<file path="config.mk">
export PLATFORM = sky130hd
export DESIGN_NAME = proc_io_csr
export DESIGN_NICKNAME = d
export VERILOG_FILES = /design/src/rtl/proc_io_csr.sv
export SDC_FILE = /design/constraint.sdc
export NUM_CORES = 1
export LEC_CHECK = 0
export BUFFER_PORTS_ARGS = -buffer_cell sky130_fd_sc_hd__buf_4
export CAP_MARGIN = 15
export CELL_PAD_IN_SITES_DETAIL_PLACEMENT = 1
export CELL_PAD_IN_SITES_GLOBAL_PLACEMENT = 1
export CORE_MARGIN = 1.5
export CORE_UTILIZATION = 45
export DETAILED_ROUTE_END_ITERATION = 10
export PLACE_DENSITY_LB_ADDON = 0.1
export SLEW_MARGIN = 20
export SYNTH_ARGS = -nofsm -noshare
export SYNTH_HDL_FRONTEND = slang
export SYNTH_SLANG_ARGS = --single-unit
export TNS_END_PERCENT = 5
</file>
<file path="constraint.sdc">
create_clock -name clk -period 4.7 [get_ports clk]
set_input_delay 1.41 -clock clk [delete_from_list [all_inputs] [get_ports clk]]
set_output_delay 1.41 -clock clk [all_outputs]
set_load 0.01 [all_outputs]
</file>
<file path="src/rtl/proc_io_csr.sv">
// proc_io_csr: processor CSR bridge to NCH input/output channel pairs.
//
// Input side: each channel has a one-entry holding register plus a full flag.
// An external producer fills it through in_val/in_rdy, and the processor drains
// it with a CSR read (rd_val/rd_chan). rd_stall is raised while the selected
// register is still empty.
//
// Output side: each channel has a DEPTH-entry FIFO. The processor fills it with
// CSR writes (wr_val/wr_chan/wr_data). An external consumer drains it through
// out_val/out_rdy. wr_stall is raised while the selected FIFO is full.
//
// Ports:
//   clk, rst (async, active-low)
//   rd_val, rd_chan, rd_data, rd_stall   CSR read of an input channel
//   wr_val, wr_chan, wr_data, wr_stall   CSR write to an output channel
//   in_val, in_data, in_rdy              producer side, channel i at [i*W +: W]
//   out_val, out_data, out_rdy           consumer side, same packing
module proc_io_csr #(
  parameter int NCH   = 3,
  parameter int W     = 32,
  parameter int DEPTH = 4,
  localparam int CW   = (NCH > 1) ? $clog2(NCH) : 1
) (
  input  logic               clk,
  input  logic               rst,
  input  logic               rd_val,
  input  logic [CW-1:0]      rd_chan,
  output logic [W-1:0]       rd_data,
  output logic               rd_stall,
  input  logic               wr_val,
  input  logic [CW-1:0]      wr_chan,
  input  logic [W-1:0]       wr_data,
  output logic               wr_stall,
  input  logic [NCH-1:0]     in_val,
  input  logic [NCH*W-1:0]   in_data,
  output logic [NCH-1:0]     in_rdy,
  output logic [NCH-1:0]     out_val,
  output logic [NCH*W-1:0]   out_data,
  input  logic [NCH-1:0]     out_rdy
);

  localparam int AW   = $clog2(DEPTH);
  localparam int CNTW = AW + 1;

  logic [NCH-1:0]  full_r;
  logic [W-1:0]    hold_r [NCH];
  logic [W-1:0]    mem_r  [NCH][DEPTH];
  logic [AW-1:0]   wp_r   [NCH];
  logic [AW-1:0]   rp_r   [NCH];
  logic [CNTW-1:0] cnt_r  [NCH];

  logic [NCH-1:0]  rd_sel_s;
  logic [NCH-1:0]  wr_sel_s;
  logic [NCH-1:0]  cap_s;
  logic [NCH-1:0]  rd_fire_s;
  logic [NCH-1:0]  wr_fire_s;
  logic [NCH-1:0]  pop_s;
  logic [NCH-1:0]  fifo_full_s;
  logic [NCH-1:0]  fifo_nempty_s;
  logic [W-1:0]    rd_data_s;

  // Per-channel decode of selects, handshakes and fire conditions.
  // An out-of-range channel index matches no channel, so it can neither
  // stall nor change state.
  always_comb begin
    rd_data_s = '0;
    for (int i = 0; i < NCH; i++) begin
      rd_sel_s[i]      = (rd_chan == CW'(i));
      wr_sel_s[i]      = (wr_chan == CW'(i));
      fifo_full_s[i]   = (cnt_r[i] == CNTW'(DEPTH));
      fifo_nempty_s[i] = (cnt_r[i] != '0);
      cap_s[i]         = in_val[i] & ~full_r[i];
      rd_fire_s[i]     = rd_val & rd_sel_s[i] & full_r[i];
      wr_fire_s[i]     = wr_val & wr_sel_s[i] & ~fifo_full_s[i];
      pop_s[i]         = fifo_nempty_s[i] & out_rdy[i];
      rd_data_s        = rd_data_s | ((rd_sel_s[i] & full_r[i]) ? hold_r[i] : '0);
    end
  end

  // FIFO head presentation; an empty FIFO drives zeros.
  always_comb begin
    out_data = '0;
    for (int i = 0; i < NCH; i++) begin
      out_data[i*W +: W] = fifo_nempty_s[i] ? mem_r[i][rp_r[i]] : '0;
    end
  end

  // The rst gating forces the handshake outputs low during reset, even though
  // the full flags are already cleared by then.
  assign in_rdy   = {NCH{rst}} & ~full_r;
  assign rd_stall = rst & rd_val & (|(rd_sel_s & ~full_r));
  assign rd_data  = rst ? rd_data_s : '0;
  assign wr_stall = rst & wr_val & (|(wr_sel_s & fifo_full_s));
  assign out_val  = fifo_nempty_s;

  // Control state: full flags, FIFO pointers and occupancy counts.
  always_ff @(posedge clk or negedge rst) begin
    if (!rst) begin
      full_r <= '0;
      for (int i = 0; i < NCH; i++) begin
        wp_r[i]  <= '0;
        rp_r[i]  <= '0;
        cnt_r[i] <= '0;
      end
    end else begin
      for (int i = 0; i < NCH; i++) begin
        // A capture needs the flag clear and a read fire needs it set,
        // so these two events never coincide.
        if (cap_s[i]) begin
          full_r[i] <= 1'b1;
        end else if (rd_fire_s[i]) begin
          full_r[i] <= 1'b0;
        end else begin
          full_r[i] <= full_r[i];
        end
        // DEPTH is a power of two, so natural overflow wraps the pointers.
        if (wr_fire_s[i]) begin
          wp_r[i] <= wp_r[i] + AW'(1);
        end
        if (pop_s[i]) begin
          rp_r[i] <= rp_r[i] + AW'(1);
        end
        case ({wr_fire_s[i], pop_s[i]})
          2'b10:   cnt_r[i] <= cnt_r[i] + CNTW'(1);
          2'b01:   cnt_r[i] <= cnt_r[i] - CNTW'(1);
          default: cnt_r[i] <= cnt_r[i];
        endcase
      end
    end
  end

  // Data storage. It needs no reset because the flags and counts
  // qualify every read of it.
  always_ff @(posedge clk) begin
    for (int i = 0; i < NCH; i++) begin
      if (cap_s[i]) begin
        hold_r[i] <= in_data[i*W +: W];
      end
      if (wr_fire_s[i]) begin
        mem_r[i][wp_r[i]] <= wr_data;
      end
    end
  end

endmodule
</file>
==> flow_metrics.py <==
metrics = {
    "outcome": {
        "status": "completed",
    },
    "cells_and_area": {
        "layout-area-overhead-vs-synth_pct": 22.6,
        "nFillCells": 3908,
        "final_util_pct": 55.9,
        "nets": 1414,
        "drive_above_1_share_pct": 37.4,
    },
    "clock_network": {
        "cts_setup_buffers": 0,
        "cts_hold_buf": 0,
        "clockRootBuffer": "clkbuf_16",
        "post_cts_resized": 0,
        "cts_max_path_buffers": 3,
        "cts_tree": "done",
        "cts.sinks": 504,
        "path_clk_slew_ns": 0.06,
        "numCtsBuffers": 52,
        "clk_latency_ns": 0.58,
        "h-tree-depth": 2,
    },
    "floorplanning": {
        "die_w_microns": 212,
        "pin_count": 278,
        "core_sq_um": 43100,
        "initial_core_util_pct": 45.6,
        "rows": 76,
        "dieHeight_microns": 212,
        "die_area_sq_um": 44900,
    },
    "setup_path": {
        "crit_slowest_cell": "and2_0",
        "required_ns": 3.29,
        "cp_cell_sequence": "buf_4 > and2_0 > nor2b_1 > buf_4 > o2bb2ai_1 > buf_4",
        "worstPathMaxFanout": 17,
        "cpPeakStageDelay_ns": 0.41,
        "crit_type": "input port to primary output",
        "cp_data_arrival_time_ns": 2.70,
        "crit_top_cell": "buf_4",
        "startpoint_type": "input port",
        "end_kind": "primary output",
    },
    "timing": {
        "slew_headroom_pct": 29.7,
        "tns_ns": 0,
        "fin_crit_sh_pct": 87.5,
        "final.min_clock_period_ns": 4.11,
        "tightest_slew_ns": 1.05,
        "skew_ns": 0.0108,
        "rsz0062_at_grt": "no",
        "drv_slew": 0,
        "hold_violations": 0,
        "finalSetupViolCount": 0,
        "fmax_mhz": 243,
        "worst_slack_ns": 0.587,
    },
    "power": {
        "clkPwrFrac_pct": 29.2,
        "leakagePower_nw": 8.43,
        "power_density_nw_per_um2": 563,
        "p_seq_share_pct": 42.4,
        "intPower_mw": 9.69,
        "finalPower_mw": 13.6,
        "p_sw_share_pct": 28.6,
        "vdd_drop_max_mv": 0.392,
        "power_frac_comb_pct": 28.3,
        "switchingPower_mw": 3.88,
    },
    "synth": {
        "synth_ff_type": "edfxtp_1",
        "synth.avg_cell_area_sq_um": 20.9,
        "async_flop_share_pct": 4.76,
        "ys_seq_elements": 504,
        "syn_inst": 942,
        "synth_area_leaders": "edfxtp_1 (73%), mux4_2 (9.6%), and2_1 (3.4%), dfrtp_1 (3.1%), mux4_1 (1.6%)",
        "yosysTopAreaCellShare_pct": 73.4,
        "synth_compound_area_share_pct": 3.10,
        "synth_top_area_cell": "edfxtp_1",
        "ys_types": 40,
        "synth_edf_count": 480,
        "synthAdderAreaFrac_pct": 1.26,
        "synth_xor_area_share_pct": 0.803,
        "ys_seq_area_share_pct": 76.4,
        "synth-simple-area-share_pct": 4.77,
        "synth_nets": 1102,
        "syn_area_sq_um": 19600,
        "yosysWarningCount": 0,
        "synth_top_family_by_area": "multiplexers",
        "muxShareOfSynthArea_pct": 11.5,
    },
    "routing": {
        "firstDrtPassIters": 5,
        "wl_per_cell_microns": 25.3,
        "vias": 10000,
        "drtIter0Drc": 706,
        "drt-total-wl_mm": 47.5,
        "drtAntennaViolNets": 0,
        "drc": 0,
        "viasPerCell": 5.33,
    },
    "hold_path": {
        "hold_class": "flip-flop to flip-flop",
    },
    "global_route": {
        "grt_pass1_wl_mm": 70.6,
        "grt.overflow.total": 0,
        "antenna_found_initial": 2,
        "track_usage_pct": 21.9,
        "grt_max_degree": 34,
        "grt_pass1_vias": 11000,
    },
    "placement": {
        "portBuffers": 277,
        "place_ws_ns": 0.612,
        "gp_congestion": 0.783,
        "hpwlAfterDp_mm": 30.9,
    },
    "flow_run": {
        "drv_cap": 0,
    },
}
kinds of logic (layout without fill, tap and decap cells):
logic type               Yosys count  in the layout
AO/OA/AOI/OAI                     74             74
AND/OR/NAND/NOR                  155            155
adder cells (fa/ha/maj)           18             18
XOR/XNOR                          18             18
other                              0              2
buffers and inverters             72            423
flip-flops                       504            504
multiplexers                     101            101
layout by cell type, fill, tap and decap left out, drive strengths merged, types with 15 or more instances in the layout:
cell type | synthesis | layout
buf | 34 | 310
clkinv | 0 | 16
mux4 | 96 | 96
and2 | 113 | 113
o2bb2ai | 32 | 32
dfrtp | 24 | 24
ha | 15 | 15
inv | 20 | 20
edfxtp | 480 | 480
clkbuf | 18 | 70
a22oi | 26 | 26
cells in the mapped netlist, drive strengths merged (3+ instances only):
master,instances
a21oi,3
xor2,9
nand2,8
fa,3
buf,34
nand2b,4
clkbuf,18
nand3,3
inv,20
mux4,96
o2bb2ai,32
ha,15
and2,113
nor2,10
edfxtp,480
nor2b,8
mux2,3
dfrtp,24
a2bb2oi,5
a22oi,26
a31oi,3
or3,3
xnor2,9
state kept, by name, indices dropped and copies added, names as in the netlist:
signal	flops
cnt_r	9
full_r	3
hold_r	96
mem_r	384
rp_r	6
wp_r	6
worst paths after layout:
kind                                 startpoint                   end  slack [ns]  cells past startpoint
max                                  rd_chan[0]           rd_data[28]        0.59                      6
min                        cnt_r[0]$_DFFE_PN0P_  cnt_r[0]$_DFFE_PN0P_        0.52                      1
max reg2reg                cnt_r[6]$_DFFE_PN0P_  cnt_r[8]$_DFFE_PN0P_        1.98                      8
min reg2reg                cnt_r[0]$_DFFE_PN0P_  cnt_r[0]$_DFFE_PN0P_        0.52                      1
max in group asynchronous                   rst   rp_r[1]$_DFFE_PN0P_        3.51                      2
min in group asynchronous                   rst  cnt_r[8]$_DFFE_PN0P_        0.67                      1
worst max-delay path: cells and delay by family:
family / cells / cell delay, ns
buf+inv: 3 / 0.52
compound gates: 1 / 0.17
simple gates: 2 / 0.60
cell type report:
type / instances / area, sq um / area share [%]
sequential: 504 / 15000 / 62.4
clock inverter: 23 / 230 / 0.956
clock buffer: 70 / 1390 / 5.77
timing repair buffer: 310 / 2390 / 9.93
antenna: 2 / 5.00 / 0.0208
inverter: 20 / 75.1 / 0.312
multi-input combinational: 366 / 4230 / 17.6
tap: 585 / 732 / 3.04
metrics by stage:
step	std cells	instance area, sq um	hold slack (ns)
2_1_floorplan	942	19600	0.475
5_1_grt	1880	24100	0.538
3_5_place_dp	1785	22500	0.509
6_report	1880	24100	0.519
3_3_place_gp	1785	22500	0.511
4_1_cts	1878	24100	0.521
metal layers:
metal,part of all wire (%),vias up,track usage (%)
li1,-,4398,-
met1,42,5267,29.1
met2,51,270,36.7
met3,4.9,77,4.23
met4,2.4,0,6.63
met5,0,-,0
power groups by stage:
stage | sequential (mW) | clock (mW) | combinational (mW)
final | 5.76 | 3.96 | 3.84
after floorplan | 5.48 | 0 | 2.47
after global routing | 5.82 | 4.21 | 4.17
after global placement | 5.84 | 0 | 3.88
after CTS | 5.77 | 4.06 | 3.95
after detailed placement | 5.86 | 0 | 3.93
Power figures use the tool's default switching activity.
